<file path="src/rtl/spi_pkg.sv">
// Shared SPI register-interface definitions.
// Used by the SPI controller (spi_reg_controller) and by the SPI register
// peripheral. It holds the frame layout, the peripheral register map, the
// controller state encoding and a frame-packing helper.
package spi_pkg;

  localparam int SPI_FRAME_W = 16;

  // Frame field positions (MSB is shifted out first)
  localparam int RW_BIT   = 15;
  localparam int ADDR_MSB = 14;
  localparam int ADDR_LSB = 8;
  localparam int DATA_MSB = 7;
  localparam int DATA_LSB = 0;

  // Peripheral register map
  localparam logic [6:0] REG_EN_OUT_LO = 7'h00;
  localparam logic [6:0] REG_EN_OUT_HI = 7'h01;
  localparam logic [6:0] REG_PWM_EN_LO = 7'h02;
  localparam logic [6:0] REG_PWM_EN_HI = 7'h03;
  localparam logic [6:0] REG_PWM_DUTY  = 7'h04;

  // Controller states
  typedef enum logic [2:0] {
    ST_IDLE = 3'd0,
    ST_LOW  = 3'd1,
    ST_HIGH = 3'd2,
    ST_HOLD = 3'd3,
    ST_GAP  = 3'd4
  } ctrl_state_t;

  // Pack request fields into a transmit frame
  function automatic logic [SPI_FRAME_W-1:0] build_frame(
    input logic       rw,
    input logic [6:0] addr,
    input logic [7:0] data
  );
    logic [SPI_FRAME_W-1:0] f;
    f                    = {SPI_FRAME_W{1'b0}};
    f[RW_BIT]            = rw;
    f[ADDR_MSB:ADDR_LSB] = addr;
    f[DATA_MSB:DATA_LSB] = data;
    return f;
  endfunction

endpackage

</file>
<file path="src/rtl/spi_reg_controller_if.sv">
// Request handshake plus SPI pin bundle for spi_reg_controller.
//   master : requester side. It drives req_valid/req_rw/req_addr/req_data
//            and observes req_ready, done and the SPI pins.
//   slave  : controller side. It receives the request and drives
//            req_ready, done, sclk, ncs and copi.
interface spi_reg_controller_if;
  import spi_pkg::*;

  logic                     req_valid;
  logic                     req_ready;
  logic                     req_rw;
  logic [ADDR_MSB-ADDR_LSB:0] req_addr;
  logic [DATA_MSB-DATA_LSB:0] req_data;
  logic                     done;
  logic                     sclk;
  logic                     ncs;
  logic                     copi;

  modport master (
    output req_valid, req_rw, req_addr, req_data,
    input  req_ready, done, sclk, ncs, copi
  );

  modport slave (
    input  req_valid, req_rw, req_addr, req_data,
    output req_ready, done, sclk, ncs, copi
  );
endinterface

</file>
<file path="src/rtl/spi_phase_timer.sv">
// Loadable down-counter used to time each controller phase.
// Ports:
//   clk, rst  : clock and synchronous active-high reset
//   load      : load load_val and arm the timer (takes priority)
//   load_val  : phase length minus one
//   expire    : high for one cycle once the loaded count has run out
// A load of N produces expire N cycles after the loading edge. That makes a
// phase exactly N+1 cycles long when the next load happens on that expire.
module spi_phase_timer #(
  parameter int W = 2
) (
  input  logic         clk,
  input  logic         rst,
  input  logic         load,
  input  logic [W-1:0] load_val,
  output logic         expire
);

  logic [W-1:0] cnt_r;
  logic         armed_r;

  // Count down after a load; disarm once the terminal count has been reported
  always_ff @(posedge clk) begin
    if (rst) begin
      cnt_r   <= {W{1'b0}};
      armed_r <= 1'b0;
    end else if (load) begin
      cnt_r   <= load_val;
      armed_r <= 1'b1;
    end else if (armed_r) begin
      if (cnt_r == {W{1'b0}}) begin
        armed_r <= 1'b0;
      end else begin
        cnt_r <= cnt_r - W'(1'b1);
      end
    end
  end

  assign expire = armed_r && (cnt_r == {W{1'b0}});

endmodule

</file>
<file path="src/rtl/spi_reg_controller.sv">
// SPI mode-0 controller that sends one 16-bit register frame per request.
// Ports:
//   clk, rst : system clock and synchronous active-high reset
//   bus      : slave side of spi_reg_controller_if. It carries the
//              req_valid/req_ready handshake, the request fields
//              {req_rw, req_addr, req_data}, the done pulse and the SPI pins
//              sclk/ncs/copi.
// Parameters:
//   CLK_DIV : clk cycles per SCLK half-period (>= 3)
//   CS_GAP  : clk cycles ncs stays high after a frame before done (>= 1)
// Frame: ncs falls on accept. There are 16 LOW/HIGH bit periods, MSB first,
// with copi updated only when a LOW phase begins. A HOLD phase keeps ncs low
// after the last falling edge, and then ncs is high for the GAP phase.
// done and req_ready both rise when the GAP phase ends.
module spi_reg_controller
  import spi_pkg::*;
#(
  parameter int CLK_DIV = 4,
  parameter int CS_GAP  = 4
) (
  input  logic clk,
  input  logic rst,
  spi_reg_controller_if.slave bus
);

  localparam int DIV_W = $clog2(CLK_DIV);
  localparam int GAP_W = $clog2(CS_GAP);
  localparam int CNT_W = (DIV_W > GAP_W) ? DIV_W : GAP_W;
  localparam logic [CNT_W-1:0] DIV_LOAD = CNT_W'(CLK_DIV - 1);
  localparam logic [CNT_W-1:0] GAP_LOAD = CNT_W'(CS_GAP - 1);

  ctrl_state_t            state_r;
  logic [SPI_FRAME_W-1:0] shift_r;
  logic [3:0]             bit_cnt_r;
  logic                   sclk_r;
  logic                   ncs_r;
  logic                   copi_r;
  logic                   done_r;
  logic                   ready_r;

  logic                   load_s;
  logic [CNT_W-1:0]       load_val_s;
  logic                   expire_s;
  logic                   accept_s;

  assign accept_s = bus.req_valid && ready_r;

  spi_phase_timer #(.W(CNT_W)) u_timer (
    .clk      (clk),
    .rst      (rst),
    .load     (load_s),
    .load_val (load_val_s),
    .expire   (expire_s)
  );

  // Reload the phase timer on every state entry; only GAP uses CS_GAP
  always_comb begin
    load_s     = 1'b0;
    load_val_s = DIV_LOAD;
    case (state_r)
      ST_IDLE: begin
        if (accept_s) load_s = 1'b1;
        else          load_s = 1'b0;
      end
      ST_LOW, ST_HIGH: begin
        if (expire_s) load_s = 1'b1;
        else          load_s = 1'b0;
      end
      ST_HOLD: begin
        if (expire_s) begin
          load_s     = 1'b1;
          load_val_s = GAP_LOAD;
        end else begin
          load_s     = 1'b0;
        end
      end
      ST_GAP:  load_s = 1'b0;
      default: load_s = 1'b0;
    endcase
  end

  // Frame sequencer with registered SPI pins, done and req_ready
  always_ff @(posedge clk) begin
    if (rst) begin
      state_r   <= ST_IDLE;
      shift_r   <= {SPI_FRAME_W{1'b0}};
      bit_cnt_r <= 4'd0;
      sclk_r    <= 1'b0;
      ncs_r     <= 1'b1;
      copi_r    <= 1'b0;
      done_r    <= 1'b0;
      ready_r   <= 1'b1;
    end else begin
      done_r <= 1'b0;
      case (state_r)
        ST_IDLE: begin
          if (accept_s) begin
            shift_r   <= build_frame(bus.req_rw, bus.req_addr, bus.req_data);
            bit_cnt_r <= 4'd0;
            ncs_r     <= 1'b0;
            copi_r    <= bus.req_rw;
            ready_r   <= 1'b0;
            state_r   <= ST_LOW;
          end
        end
        ST_LOW: begin
          // copi always reflects the current MSB during LOW
          copi_r <= shift_r[SPI_FRAME_W-1];
          if (expire_s) begin
            sclk_r  <= 1'b1;
            state_r <= ST_HIGH;
          end
        end
        ST_HIGH: begin
          if (expire_s) begin
            sclk_r <= 1'b0;
            if (bit_cnt_r == 4'd15) begin
              state_r <= ST_HOLD;
            end else begin
              // Next bit goes out together with the SCLK falling edge
              shift_r   <= {shift_r[SPI_FRAME_W-2:0], 1'b0};
              copi_r    <= shift_r[SPI_FRAME_W-2];
              bit_cnt_r <= bit_cnt_r + 4'd1;
              state_r   <= ST_LOW;
            end
          end
        end
        ST_HOLD: begin
          if (expire_s) begin
            ncs_r   <= 1'b1;
            copi_r  <= 1'b0;
            state_r <= ST_GAP;
          end
        end
        ST_GAP: begin
          if (expire_s) begin
            done_r  <= 1'b1;
            ready_r <= 1'b1;
            state_r <= ST_IDLE;
          end
        end
        default: begin
          state_r <= ST_IDLE;
          sclk_r  <= 1'b0;
          ncs_r   <= 1'b1;
          copi_r  <= 1'b0;
          ready_r <= 1'b1;
        end
      endcase
    end
  end

  assign bus.req_ready = ready_r;
  assign bus.done      = done_r;
  assign bus.sclk      = sclk_r;
  assign bus.ncs       = ncs_r;
  assign bus.copi      = copi_r;

endmodule

</file>
<file path="src/flat_wrapper.sv">
// flat-port wrapper written by rule: the top's interface ports become plain ports
module spi_reg_controller_flat import spi_pkg::*;
#(
  parameter int CLK_DIV = 4,
  parameter int CS_GAP  = 4
)
  (clk, rst, bus_req_valid, bus_req_rw, bus_req_addr, bus_req_data, bus_req_ready, bus_done, bus_sclk, bus_ncs, bus_copi);
  spi_reg_controller_if bus_i ();
  input  logic clk;
  input  logic rst;
  input wire logic [$bits(bus_i.req_valid)-1:0] bus_req_valid;
  input wire logic [$bits(bus_i.req_rw)-1:0] bus_req_rw;
  input wire logic [$bits(bus_i.req_addr)-1:0] bus_req_addr;
  input wire logic [$bits(bus_i.req_data)-1:0] bus_req_data;
  output wire logic [$bits(bus_i.req_ready)-1:0] bus_req_ready;
  output wire logic [$bits(bus_i.done)-1:0] bus_done;
  output wire logic [$bits(bus_i.sclk)-1:0] bus_sclk;
  output wire logic [$bits(bus_i.ncs)-1:0] bus_ncs;
  output wire logic [$bits(bus_i.copi)-1:0] bus_copi;
  assign bus_i.req_valid = bus_req_valid;
  assign bus_i.req_rw = bus_req_rw;
  assign bus_i.req_addr = bus_req_addr;
  assign bus_i.req_data = bus_req_data;
  assign bus_req_ready = bus_i.req_ready;
  assign bus_done = bus_i.done;
  assign bus_sclk = bus_i.sclk;
  assign bus_ncs = bus_i.ncs;
  assign bus_copi = bus_i.copi;
  spi_reg_controller #(.CLK_DIV(CLK_DIV), .CS_GAP(CS_GAP)) u_core (.clk(clk), .rst(rst), .bus(bus_i));
endmodule
</file>
<file path="config.mk">
export PLATFORM = sky130hd
export DESIGN_NAME = spi_reg_controller_flat
export DESIGN_NICKNAME = d
export VERILOG_FILES = /design/src/rtl/spi_pkg.sv /design/src/rtl/spi_reg_controller_if.sv /design/src/rtl/spi_phase_timer.sv /design/src/rtl/spi_reg_controller.sv /design/src/flat_wrapper.sv
export SDC_FILE = /design/constraint.sdc
export NUM_CORES = 1
export LEC_CHECK = 0
export BUFFER_PORTS_ARGS = -buffer_cell sky130_fd_sc_hd__buf_2
export CAP_MARGIN = 15
export CORE_MARGIN = 5
export CORE_UTILIZATION = 30
export CTS_CLUSTER_SIZE = 30
export DETAILED_ROUTE_END_ITERATION = 12
export GPL_TIMING_DRIVEN = 0
export PLACE_DENSITY = 0.46
export SLEW_MARGIN = 0
export SYNTH_ARGS = -nofsm -noshare
export SYNTH_HDL_FRONTEND = slang
export SYNTH_HIERARCHICAL = 1
export SYNTH_SLANG_ARGS = --single-unit
export TNS_END_PERCENT = 100
</file>
<file path="constraint.sdc">
create_clock -name clk -period 2.25 [get_ports clk]
set_input_delay 0.45 -clock clk [delete_from_list [all_inputs] [get_ports clk]]
set_output_delay 0.45 -clock clk [all_outputs]
set_load 0.05 [all_outputs]
</file>
Word-level counts from Yosys, hierarchy flattened
Cells that the tools add are included.
{ "word_totals": {"register_bits": 31, "input_bits": 19, "output_inout_bits": 5, "elab_cells": 79} }
{ "classes": {"n_addsub": 2, "n_eq_ne": 12, "n_mux": 34, "n_bitwise": 4, "n_reduce_logical": 17} }
{ "ops": {"columns": ["cell", "count"], "rows": [
  ["16-bit two-way mux", 3],
  ["16-bit one-hot mux with 2 select lines", 1],
  ["3-bit two-way mux", 5],
  ["3-bit one-hot mux with 5 select lines", 1],
  ["4-bit two-way mux", 3],
  ["2-bit by 1-bit inequality test with 1-bit output (second input constant)", 6],
  ["1-bit two-way mux", 11],
  ["5-bit AND reduction", 2],
  ["1-bit one-hot mux with 3 select lines", 3],
  ["3-bit AND reduction", 3],
  ["3-bit OR reduction", 3],
  ["2-bit two-way mux", 4],
  ["4-bit one-hot mux with 2 select lines", 1],
  ["3-bit by 2-bit equality test with 1-bit output (second input constant)", 2],
  ["1-bit one-hot mux with 5 select lines", 1],
  ["4-bit by 1-bit adder with 4-bit output (second input constant)", 1],
  ["4-bit equality test (second input constant)", 1],
  ["1-bit inverter", 4],
  ["4-bit AND reduction", 1],
  ["2-bit nonzero test", 2],
  ["3-bit by 1-bit equality test with 1-bit output (second input constant)", 1],
  ["3-bit equality test (second input constant)", 1],
  ["3-bit logical NOT", 1],
  ["1-bit logical AND", 2],
  ["other kinds (6)", 6]
]} }

Logic depth before layout (Yosys ltp)
Gate-level depths: netlist of run 1.
{ "logic_depth": {"word_depth": 6, "ltp_mapped": 9, "depth_no_buf": 8} }

Hierarchy
The synthesis of run 1 kept the hierarchy.
{ "modules_own_cells": {"columns": ["mod", "instances", "cells_per_inst", "area_per_inst_um2", "seq_area_each_um2"], "rows": [
  ["spi_reg_controller", 1, 152, 1488.9, 560.5],
  ["spi_phase_timer", 1, 19, 157.7, 60.1]
]} }

Least setup slack after synthesis of run 1
OpenSTA, ideal clock, no wires.
{ "synth_path": {"kind": "flip-flop to flip-flop", "from": "reg u_core.u_timer.cnt_r[0]", "to": "reg u_core.u_timer.cnt_r[1]", "setup_ps": 74, "t_arrival_ps": 1672, "required_time_ps": 2176, "setup_slack_ps": 504, "path_stages_with_launch": 9, "n_path_buf": 1, "synth_period_minus_slack_ps": 1746, "path_cell_list": "dfxtp_1 inv_1 ha_1 and2_2 clkbuf_1 nand2b_1 o21ai_0 or3_1 a31oi_1"} }
{ "synth_between": {"elab_chain_len": 6, "word_cells_on_any_way": 11, "classes_between": "1 x add/sub; 1 x eq/ne; 5 x mux; 4 x reduce/logical"} }
{ "synth_rtl": {"columns": ["element", "line_no", "rtl"], "rows": [
  ["from (decl)", "spi_phase_timer.sv:19", "logic [W-1:0] cnt_r;"],
  ["from (signal assigned)", "spi_phase_timer.sv:25", "cnt_r <= {W{1'b0}};"],
  ["from (signal assigned)", "spi_phase_timer.sv:28", "cnt_r <= load_val;"],
  ["from (signal assigned)", "spi_phase_timer.sv:34", "cnt_r <= cnt_r - W'(1'b1);"],
  ["2-bit logical NOT (*)", "spi_phase_timer.sv:39", "assign expire = armed_r && (cnt_r == {W{1'b0}});"],
  ["1-bit logical AND (*)", "spi_phase_timer.sv:39", null],
  ["net u_core.expire_s", "spi_reg_controller.sv:43", "logic expire_s;"],
  ["1-bit two-way mux (*)", "spi_reg_controller.sv:66, spi_reg_controller.sv:70", null],
  ["1-bit one-hot mux with 2 select lines (*)", "spi_reg_controller.sv:60", "case (state_r)"],
  ["net u_core.load_s", "spi_reg_controller.sv:41", "logic load_s;"],
  ["2-bit by 1-bit inequality test with 1-bit output (no line) / 2-bit nonzero test (equally long branches)", null, null],
  ["2-bit AND reduction (no line)", null, null]
]} }
The timed path passes the listed nets; every way through them passes the cells marked *. The select of a mux whose other input is x is not followed.
A chain may end at the register's enable or synchronous reset.

Worst setup path in the final report of run 1
Same ends and word-level chain as after synthesis.

==> results of run 1 <==
[critical path: cells and delay by family, from the launching register on]
kind	cells	cell delay, ns
fa+ha+maj	1	0.22
simple gates	3	0.48
compound gates	2	0.44
flops	1	0.31
buf+inv	2	0.39
[power by group through the flow]
stage	clock (mW)	sequential (mW)	combinational, mW
after floorplan	0	0.667	0.240
after global placement	0	0.640	0.332
after detailed placement	0	0.643	0.342
after CTS	0.513	0.631	0.344
after global routing	0.536	0.637	0.374
final	0.484	0.631	0.339
[per-stage QoR]
stage | cells | util (%) | worst slack [ns] | cell area (µm²) | power [mW]
2_1_floorplan | 172 | - | 0.5043 | 1650 | 0.9077
3_3_place_gp | 267 | 34.33 | 0.2594 | 1856 | 0.9724
3_5_place_dp | 267 | 34.33 | 0.1732 | 1856 | 0.9853
4_1_cts | 275 | 36.18 | 0.1479 | 1956 | 1.488
5_1_grt | 275 | 36.18 | 0.2011 | 1956 | 1.547
6_report | 275 | 36.18 | 0.3140 | 1956 | 1.455
[per-layer routing]
metal / wire (µm) / vias up / GRT usage (%) / share of wire, %
li1: - / 667 / - / -
met1: 1615 / 619 / 11.52 / 45
met4: 42 / 0 / 3.509 / 1.2
met5: 0 / - / 0 / 0
met2: 1715 / 26 / 18.15 / 48
met3: 182 / 4 / 4.837 / 5.1
[registers in the layout, indices dropped and copies added (netlist names)]
signal and cells:
u_core/shift_r 16, u_core/bus.ncs 1, u_core/u_timer/cnt_r 2, u_core/bus.req_ready 1, u_core/bus.sclk 1, u_core/u_timer/armed_r 1, u_core/bus.done 1, u_core/state_r 3
u_core/bus.copi 1, u_core/bit_cnt_r 4
[final cells by class]
type                            count  area share (%)
Clock buffer                        8           5.118
Multi-Input combinational cell    121           46.19
Inverter                            5          0.9597
Tap cell                           72           4.607
Sequential cell                    31           31.73
Timing Repair Buffer               23           5.886
Buffer                             15           5.502
[cell usage after synthesis, types with 3 or more instances]
| library cell | instances |
|---|---|
| a211oi_2 | 15 |
| a21oi_1 | 7 |
| buf_6 | 6 |
| clkbuf_1 | 6 |
| dfxtp_1 | 31 |
| inv_1 | 5 |
| mux2i_1 | 17 |
| nand2_1 | 9 |
| nand2b_1 | 5 |
| nand3_1 | 3 |
| nor2_1 | 25 |
| o21ai_0 | 3 |
[final timing paths]
check        slack, ns                                 start                              endpoint  cells after the start
min reg2reg       0.47      u_core/bit_cnt_r[1]$_SDFFE_PP0P_      u_core/bit_cnt_r[1]$_SDFFE_PP0P_                      2
max               0.31  u_core/u_timer/cnt_r[0]$_SDFFE_PP0P_  u_core/u_timer/cnt_r[1]$_SDFFE_PP0P_                      8
min               0.37                                   rst  u_core/u_timer/cnt_r[1]$_SDFFE_PP0P_                      2
max reg2reg       0.31  u_core/u_timer/cnt_r[0]$_SDFFE_PP0P_  u_core/u_timer/cnt_r[1]$_SDFFE_PP0P_                      8
[cell families (layout without fill, tap and decap cells)]
kind of cell	count (synthesis)	after routing	synth area share, %
adders and majority gates	2	2	1.520
and+or+nand+nor	59	59	18.69
buffers and inverters	20	51	7.675
other	1	2	0.2277
DFF	31	31	37.69
AOI/OAI and AO/OA	38	38	21.81
muxes	17	17	10.33
xor gates and xnor gates	3	3	2.052
==> out/qor.yml, run 1 <==
outcome: "completed"
vias_per_cell: 4.785
layout-drive-gt1-share_pct: 30.54
place.detailed.hpwl_um: 2638
num_rows: 27
final_cell_mix: "31 x dfxtp_1, 25 x buf_2, 25 x nor2_1, 17 x mux2i_1, 15 x a211oi_2"
h-tree-depth: 2
yosysSeqAreaShare_pct: 37.69
syn_inst: 171
gpl.final_weighted_congestion: 0.7251
grt-ovfl-total: 0
final_hold_viol_count: 0
min_path_type: "in2reg"
slowest_delay_ns: 0.36
cts_resized: 0
numCtsBuffers: 5
final.setup.tns_ns: 0
die_y_um: 84.09
start_util_pct: 30.46
hold_ws_ns: 0.3669
fin_crit_ns: 1.936
clock_power_share_pct: 33.3
wire_per_inst_um: 12.93
grtUsageTotal_pct: 10.59
fin_skew_ns: 0.002485
finalNetCount: 223
postCtsHoldBufs: 0
grt_pass1_wl_um: 6078
p_int_mw: 1.023
synth-seq-cells: 31
path_class: "reg2reg"
cts_tree: "done"
rsz0062_at_grt: "no"
finalCritPeriodShare_pct: 86.04
finalSetupViolations: 0
worstSkewPairLatency_ns: 0.28
leakagePower_nw: 0.7180
port_buffers: 23
worstSetupStartpointType: "register"
n_antenna_cell: 0
dieArea_um2: 7070
async_flop_share_pct: 0
wl_um: 3555
yosysTopAreaCell: "dfxtp_1"
maxSlewViolCount: 0
cts_root_buf: "clkbuf_8"
power.density_nw_per_um2: 743.9
drc: 0
synth_ff_type: "dfxtp_1"
slowest_stage: "o21ai_1"
syn_to_final_growth_pct: 18.77
antenna_found_initial: 0
slew_headroom_pct: 52.02
grt_pass1_vias: 1410
seqCellArea_um2: 620.6
netlist.area_leader.share_pct: 37.69
post_cts_buffers: 0
maxCapViolations: 0
vias: 1316
worst_setup_path_end_kind: "register"
netlist_area_um2: 1647
synth_edf_count: 0
combPwrFrac_pct: 23.3
ys_warn_count: 6
multiInputGateArea_um2: 903.4
clkSinkCount: 31
fmax_ghz: 0.5165
final_common_cell: "dfxtp_1"
critPathRequiredTime_ns: 2.42
drt_iter0_markers: 46
fp.coreArea_um2: 5405
worst_pin_slew_ns: 0.7196
dr.pass1.iters: 6
p_sw_share_pct: 29.67
die-width_um: 84.09
ys_top_cells_by_area: "dfxtp_1 38%, a211oi_2 11%, mux2i_1 10%, nor2_1 5.7%, buf_6 4.1%"
post_synth_num_cell_types: 44
net-switching-power_mw: 0.4316
num-fill-cells: 573
antenna_left: 0
worst_ep_arrival_time_ns: 2.11
cp_max_fo: 10
io_pins: 24
path_clk_slew_ns: 0.06
seqPwrFrac_pct: 43.4
clock_path_buffers: 2
avgSynthCellArea_um2: 9.629
grt_max_degree: 11
peakVddDrop_mv: 0.3625
path_cells: "inv_1 > ha_1 > and2_2 > clkbuf_1 > nand2b_1 > o21ai_1 > or3_1 > a31oi_1"
Note: power is estimated with default switching activity, not from simulation.
==> run 2, diff against run 1 <==
--- a/config.mk
+++ b/config.mk
@@ -13,6 +13,7 @@
 export DETAILED_ROUTE_END_ITERATION = 12
 export GPL_TIMING_DRIVEN = 0
 export PLACE_DENSITY = 0.46
+export RECOVER_POWER = 100
 export SLEW_MARGIN = 0
 export SYNTH_ARGS = -nofsm -noshare
 export SYNTH_HDL_FRONTEND = slang
==> out/qor.yml, run 2 (synthesis results as in run 1) <==
power.density_nw_per_um2: 749.6
use_met2_pct: 18.15
antenna_left: 0
min_path_type: "in2reg"
die-width_um: 84.09
num_rows: 27
finalSetupViolations: 0
antenna_found_initial: 0
rrSetupSlack_ns: 0.27
h-tree-depth: 2
fin_crit_ns: 1.983
cts_tree: "done"
final_cells: 275
largest_registers: "u_core/shift_r (16), u_core/bit_cnt_r (4), u_core/state_r (3)"
multiInputGateArea_um2: 884.6
finalNetCount: 223
clkSinkCount: 31
min-delay-start: "rst"
critPathRequiredTime_ns: 2.42
reg2reg_from: "u_core/u_timer/cnt_r[0]$_SDFFE_PP0P_"
layout-drive-gt1-share_pct: 26.11
place_inst: 267
seqCellArea_um2: 620.6
largest_reg_flops: 16
hold_ws_ns: 0.3663
wire_per_inst_um: 12.92
met1_usage_pct: 11.52
total_power_mw: 1.443
gpl.final_weighted_congestion: 0.7251
grt-ovfl-total: 0
busiest_layer: "met2"
min_to: "u_core/u_timer/cnt_r[1]$_SDFFE_PP0P_"
worstSetupStartpointType: "register"
cts_root_buf: "clkbuf_8"
drt_iter0_markers: 64
io_pins: 24
maxCapViolations: 0
finalCritPeriodShare_pct: 88.13
regMostFlops: "u_core/shift_r"
numCtsBuffers: 5
leakagePower_nw: 0.6910
n_antenna_cell: 0
fp.coreArea_um2: 5405
final.setup.tns_ns: 0
vias: 1315
grt_max_degree: 11
place.detailed.hpwl_um: 2638
final_common_cell: "dfxtp_1"
final_hold_viol_count: 0
fin_skew_ns: 0.004047
start_util_pct: 30.46
dr.pass1.iters: 4
worst_setup_path_end_kind: "register"
slew_headroom_pct: 51.87
final_area_um2: 1924
reg2reg_depth: 8
vias_per_cell: 4.782
final_cell_mix: "31 x dfxtp_1, 25 x nor2_1, 20 x buf_2, 17 x mux2i_1, 14 x a211oi_2"
path_clk_slew_ns: 0.07
outcome: "completed"
die_y_um: 84.09
post_cts_buffers: 0
clock_path_buffers: 2
rsz0062_at_grt: "no"
syn_to_final_growth_pct: 16.87
cp_max_fo: 10
drc: 0
placed_area_um2: 1856
num-fill-cells: 577
worstSkewPairLatency_ns: 0.28
port_buffers: 23
grt_use_met3_pct: 4.837
fmax_ghz: 0.5043
hold_path_depth: 2
maxSlewViolCount: 0
grtUsageTotal_pct: 10.59
path_class: "reg2reg"
worst_ep_arrival_time_ns: 2.16
wl_um: 3553
peakVddDrop_mv: 0.3663
grt_pass1_wl_um: 6078
worst_pin_slew_ns: 0.7219
r2r_end: "u_core/u_timer/cnt_r[1]$_SDFFE_PP0P_"
dieArea_um2: 7070
grt_pass1_vias: 1410
-- run 2: cell types whose count changed in the layout (fill, tap and decap cells not counted), sizes merged --
| cell | change |
|---|---|
| buf | -6 |
| clkbuf | +6 |
-- run 2: repair_timing --
action / CTS / global route
setup endpoints to repair: 0 / 1
resized for setup: 0 / 1
hold buffers: 0 / 0
hold endpoints to repair: 0 / 0
-- run 2: worst max path at each step --
stage	from	to	slack, ns	cells after the start
2_1_floorplan	u_core/u_timer/cnt_r[0]$_SDFFE_PP0P_	u_core/u_timer/cnt_r[1]$_SDFFE_PP0P_	0.50	8
3_3_place_gp	u_core/u_timer/cnt_r[0]$_SDFFE_PP0P_	u_core/u_timer/cnt_r[1]$_SDFFE_PP0P_	0.26	8
3_5_place_dp	u_core/u_timer/cnt_r[0]$_SDFFE_PP0P_	u_core/u_timer/cnt_r[1]$_SDFFE_PP0P_	0.17	8
4_1_cts	u_core/u_timer/cnt_r[0]$_SDFFE_PP0P_	u_core/u_timer/cnt_r[1]$_SDFFE_PP0P_	0.15	8
5_1_grt	u_core/u_timer/cnt_r[0]$_SDFFE_PP0P_	u_core/shift_r[6]$_SDFFE_PP0P_	0.12	8
6_report	u_core/u_timer/cnt_r[0]$_SDFFE_PP0P_	u_core/u_timer/cnt_r[1]$_SDFFE_PP0P_	0.27	8
-- run 2: layer usage --
metal	wire (µm)	vias to the layer above
li1	-	666
met1	1616	624
met2	1717	20
met3	177	5
met4	40	0
met5	0	-
-- run 2: stage by stage --
stage          util, %  setup slack (ns)
6_report         35.60            0.2671
5_1_grt          35.60            0.1203
4_1_cts          36.18            0.1479
3_5_place_dp     34.33            0.1732
3_3_place_gp     34.33            0.2594
2_1_floorplan        -            0.5043
-- run 2: power by group --
group | total, mW | switching, mW | internal [mW]
Combinational | 0.327 | 0.196 | 0.131
Sequential | 0.630 | 0.0277 | 0.603
Clock | 0.485 | 0.206 | 0.279
-- run 2: final cells by class --
class	count	share of cell area (%)
Multi-Input combinational cell	121	45.97
Sequential cell	31	32.25
Timing Repair Buffer	23	5.657
Buffer	15	5.267
Clock buffer	8	5.202
Tap cell	72	4.681
Inverter	5	0.9753
-- run 2: worst max-delay path: stages, from the launching register on --
cell	delay, ns
dfxtp_1	0.31
inv_1	0.09
ha_1	0.22
and2_0	0.22
clkbuf_1	0.31
nand2b_1	0.09
o21ai_1	0.37
or3_1	0.19
a31oi_1	0.08
==> run 3, diff against run 2 <==
--- a/config.mk
+++ b/config.mk
@@ -14,6 +14,7 @@
 export GPL_TIMING_DRIVEN = 0
 export PLACE_DENSITY = 0.46
 export RECOVER_POWER = 100
+export SETUP_SLACK_MARGIN = 0.5
 export SLEW_MARGIN = 0
 export SYNTH_ARGS = -nofsm -noshare
 export SYNTH_HDL_FRONTEND = slang
==> out/qor.yml, run 3 (synthesis results as in run 1) <==
port_buffers: 23
largest_registers: "u_core/shift_r (16), u_core/bit_cnt_r (4), u_core/state_r (3)"
regMostFlops: "u_core/shift_r"
min_path_type: "in2reg"
clock_path_buffers: 2
cts_tree: "done"
cts_root_buf: "clkbuf_8"
reg2reg_from: "u_core/u_timer/cnt_r[0]$_SDFFE_PP0P_"
combPwrFrac_pct: 23.1
power.density_nw_per_um2: 749.8
vias_per_cell: 4.807
multiInputGateArea_um2: 898.4
dr.pass1.iters: 4
fin_skew_ns: 0.002931
start_util_pct: 30.46
h-tree-depth: 2
clkSinkCount: 31
fp.coreArea_um2: 5405
seqCellArea_um2: 620.6
worstSkewPairLatency_ns: 0.28
slowest_stage: "or3_1"
min_to: "u_core/u_timer/cnt_r[1]$_SDFFE_PP0P_"
min-delay-start: "rst"
p_sw_share_pct: 30.18
path_cells: "inv_1 > ha_1 > and2_0 > clkbuf_1 > nand2b_4 > o21ai_4 > or3_1 > a31oi_1"
grt-ovfl-total: 0
hold_path_depth: 2
r2r_end: "u_core/u_timer/cnt_r[1]$_SDFFE_PP0P_"
wire_per_inst_um: 13.27
clock_power_share_pct: 33.5
final_cell_mix: "31 x dfxtp_1, 20 x buf_2, 17 x nor2_1, 17 x mux2i_1, 12 x clkbuf_1"
final.setup.tns_ns: 0
dieArea_um2: 7070
wl_um: 3649
maxCapViolations: 0
antenna_found_initial: 0
worst_setup_path_end_kind: "register"
finalCritPeriodShare_pct: 83.79
finalSetupViolations: 0
rrSetupSlack_ns: 0.36
slowest_delay_ns: 0.38
antenna_left: 0
syn_to_final_growth_pct: 18.08
place.detailed.hpwl_um: 2638
io_pins: 24
leakagePower_nw: 0.7047
numCtsBuffers: 5
num-fill-cells: 577
path_class: "reg2reg"
postCtsHoldBufs: 0
fin_crit_ns: 1.885
final_common_cell: "dfxtp_1"
largest_reg_flops: 16
reg2reg_depth: 8
seqPwrFrac_pct: 43.4
peakVddDrop_mv: 0.3689
vias: 1322
net-switching-power_mw: 0.4399
grt_max_degree: 11
grt_pass1_vias: 1411
final_cells: 275
grtUsageTotal_pct: 10.66
gpl.final_weighted_congestion: 0.7251
worstSetupStartpointType: "register"
die-width_um: 84.09
cp_max_fo: 10
num_rows: 27
worst_ep_arrival_time_ns: 2.10
maxSlewViolCount: 0
place_inst: 267
slew_headroom_pct: 56.07
die_y_um: 84.09
critPathRequiredTime_ns: 2.47
outcome: "completed"
post_cts_buffers: 0
final_hold_viol_count: 0
n_antenna_cell: 0
drt_iter0_markers: 69
finalNetCount: 223
p_int_mw: 1.018
rsz0062_at_grt: "yes"
drc: 0
grt_pass1_wl_um: 6120
path_clk_slew_ns: 0.07
fmax_ghz: 0.5304
worst_pin_slew_ns: 0.6589
layout-drive-gt1-share_pct: 29.06
-- run 3: metal layers --
metal | share of wire (%) | track usage, %
met1 | 45 | 11.63
met2 | 48 | 18.22
met3 | 5.5 | 4.837
met4 | 1.4 | 3.509
met5 | 0 | 0
-- run 3: stage by stage --
stage | hold WS (ns) | total power, mW | cell area [µm²] | setup slack (ns) | util [%]
after floorplan | 0.4488 | 0.9077 | 1650 | 0.5043 | -
after global placement | 0.4497 | 0.9724 | 1856 | 0.2594 | 34.33
after detailed placement | 0.4639 | 0.9853 | 1856 | 0.1732 | 34.33
after CTS | 0.3532 | 1.501 | 1984 | 0.4891 | 36.71
after global routing | 0.3469 | 1.546 | 1944 | 0.2467 | 35.97
final | 0.3621 | 1.458 | 1944 | 0.3647 | 35.97
-- run 3: how the worst max path moves through the flow --
| stage | from | endpoint | slack [ns] | cells past startpoint |
|---|---|---|---|---|
| detailed placement | u_core/u_timer/cnt_r[0]$_SDFFE_PP0P_ | u_core/u_timer/cnt_r[1]$_SDFFE_PP0P_ | 0.17 | 8 |
| finish | u_core/u_timer/cnt_r[0]$_SDFFE_PP0P_ | u_core/u_timer/cnt_r[1]$_SDFFE_PP0P_ | 0.36 | 8 |
| global placement | u_core/u_timer/cnt_r[0]$_SDFFE_PP0P_ | u_core/u_timer/cnt_r[1]$_SDFFE_PP0P_ | 0.26 | 8 |
| floorplan | u_core/u_timer/cnt_r[0]$_SDFFE_PP0P_ | u_core/u_timer/cnt_r[1]$_SDFFE_PP0P_ | 0.50 | 8 |
| global route | u_core/u_timer/cnt_r[0]$_SDFFE_PP0P_ | u_core/shift_r[8]$_SDFFE_PP0P_ | 0.25 | 8 |
| CTS | u_core/u_timer/cnt_r[0]$_SDFFE_PP0P_ | u_core/u_timer/cnt_r[1]$_SDFFE_PP0P_ | 0.49 | 8 |
-- run 3: critical path: cells and delay by family, from the launching register on --
family,cells,cell delay [ns]
AOI/OAI and AO/OA,2,0.24
buffers and inverters,2,0.31
adders and majority gates,1,0.24
DFF,1,0.31
and+or+nand+nor,3,0.71
-- run 3: cell type report --
cell class,count,share of cell area [%]
Buffer,15,5.534
Tap cell,72,4.633
Clock buffer,8,5.148
Timing Repair Buffer,23,5.598
Inverter,5,0.9653
Sequential cell,31,31.92
Multi-Input combinational cell,121,46.20
-- run 3: power by group through the flow --
stage | registers, mW | clock network (mW) | logic [mW]
2_1_floorplan | 0.667 | 0 | 0.240
3_3_place_gp | 0.640 | 0 | 0.332
3_5_place_dp | 0.643 | 0 | 0.342
4_1_cts | 0.632 | 0.513 | 0.356
5_1_grt | 0.641 | 0.536 | 0.369
6_report | 0.633 | 0.488 | 0.337
-- run 3: what timing repair did --
item / in CTS / in global routing
pin swaps: 1 / 1
gates resized for setup: 12 / 6
setup endpoints to repair: 19 / 10
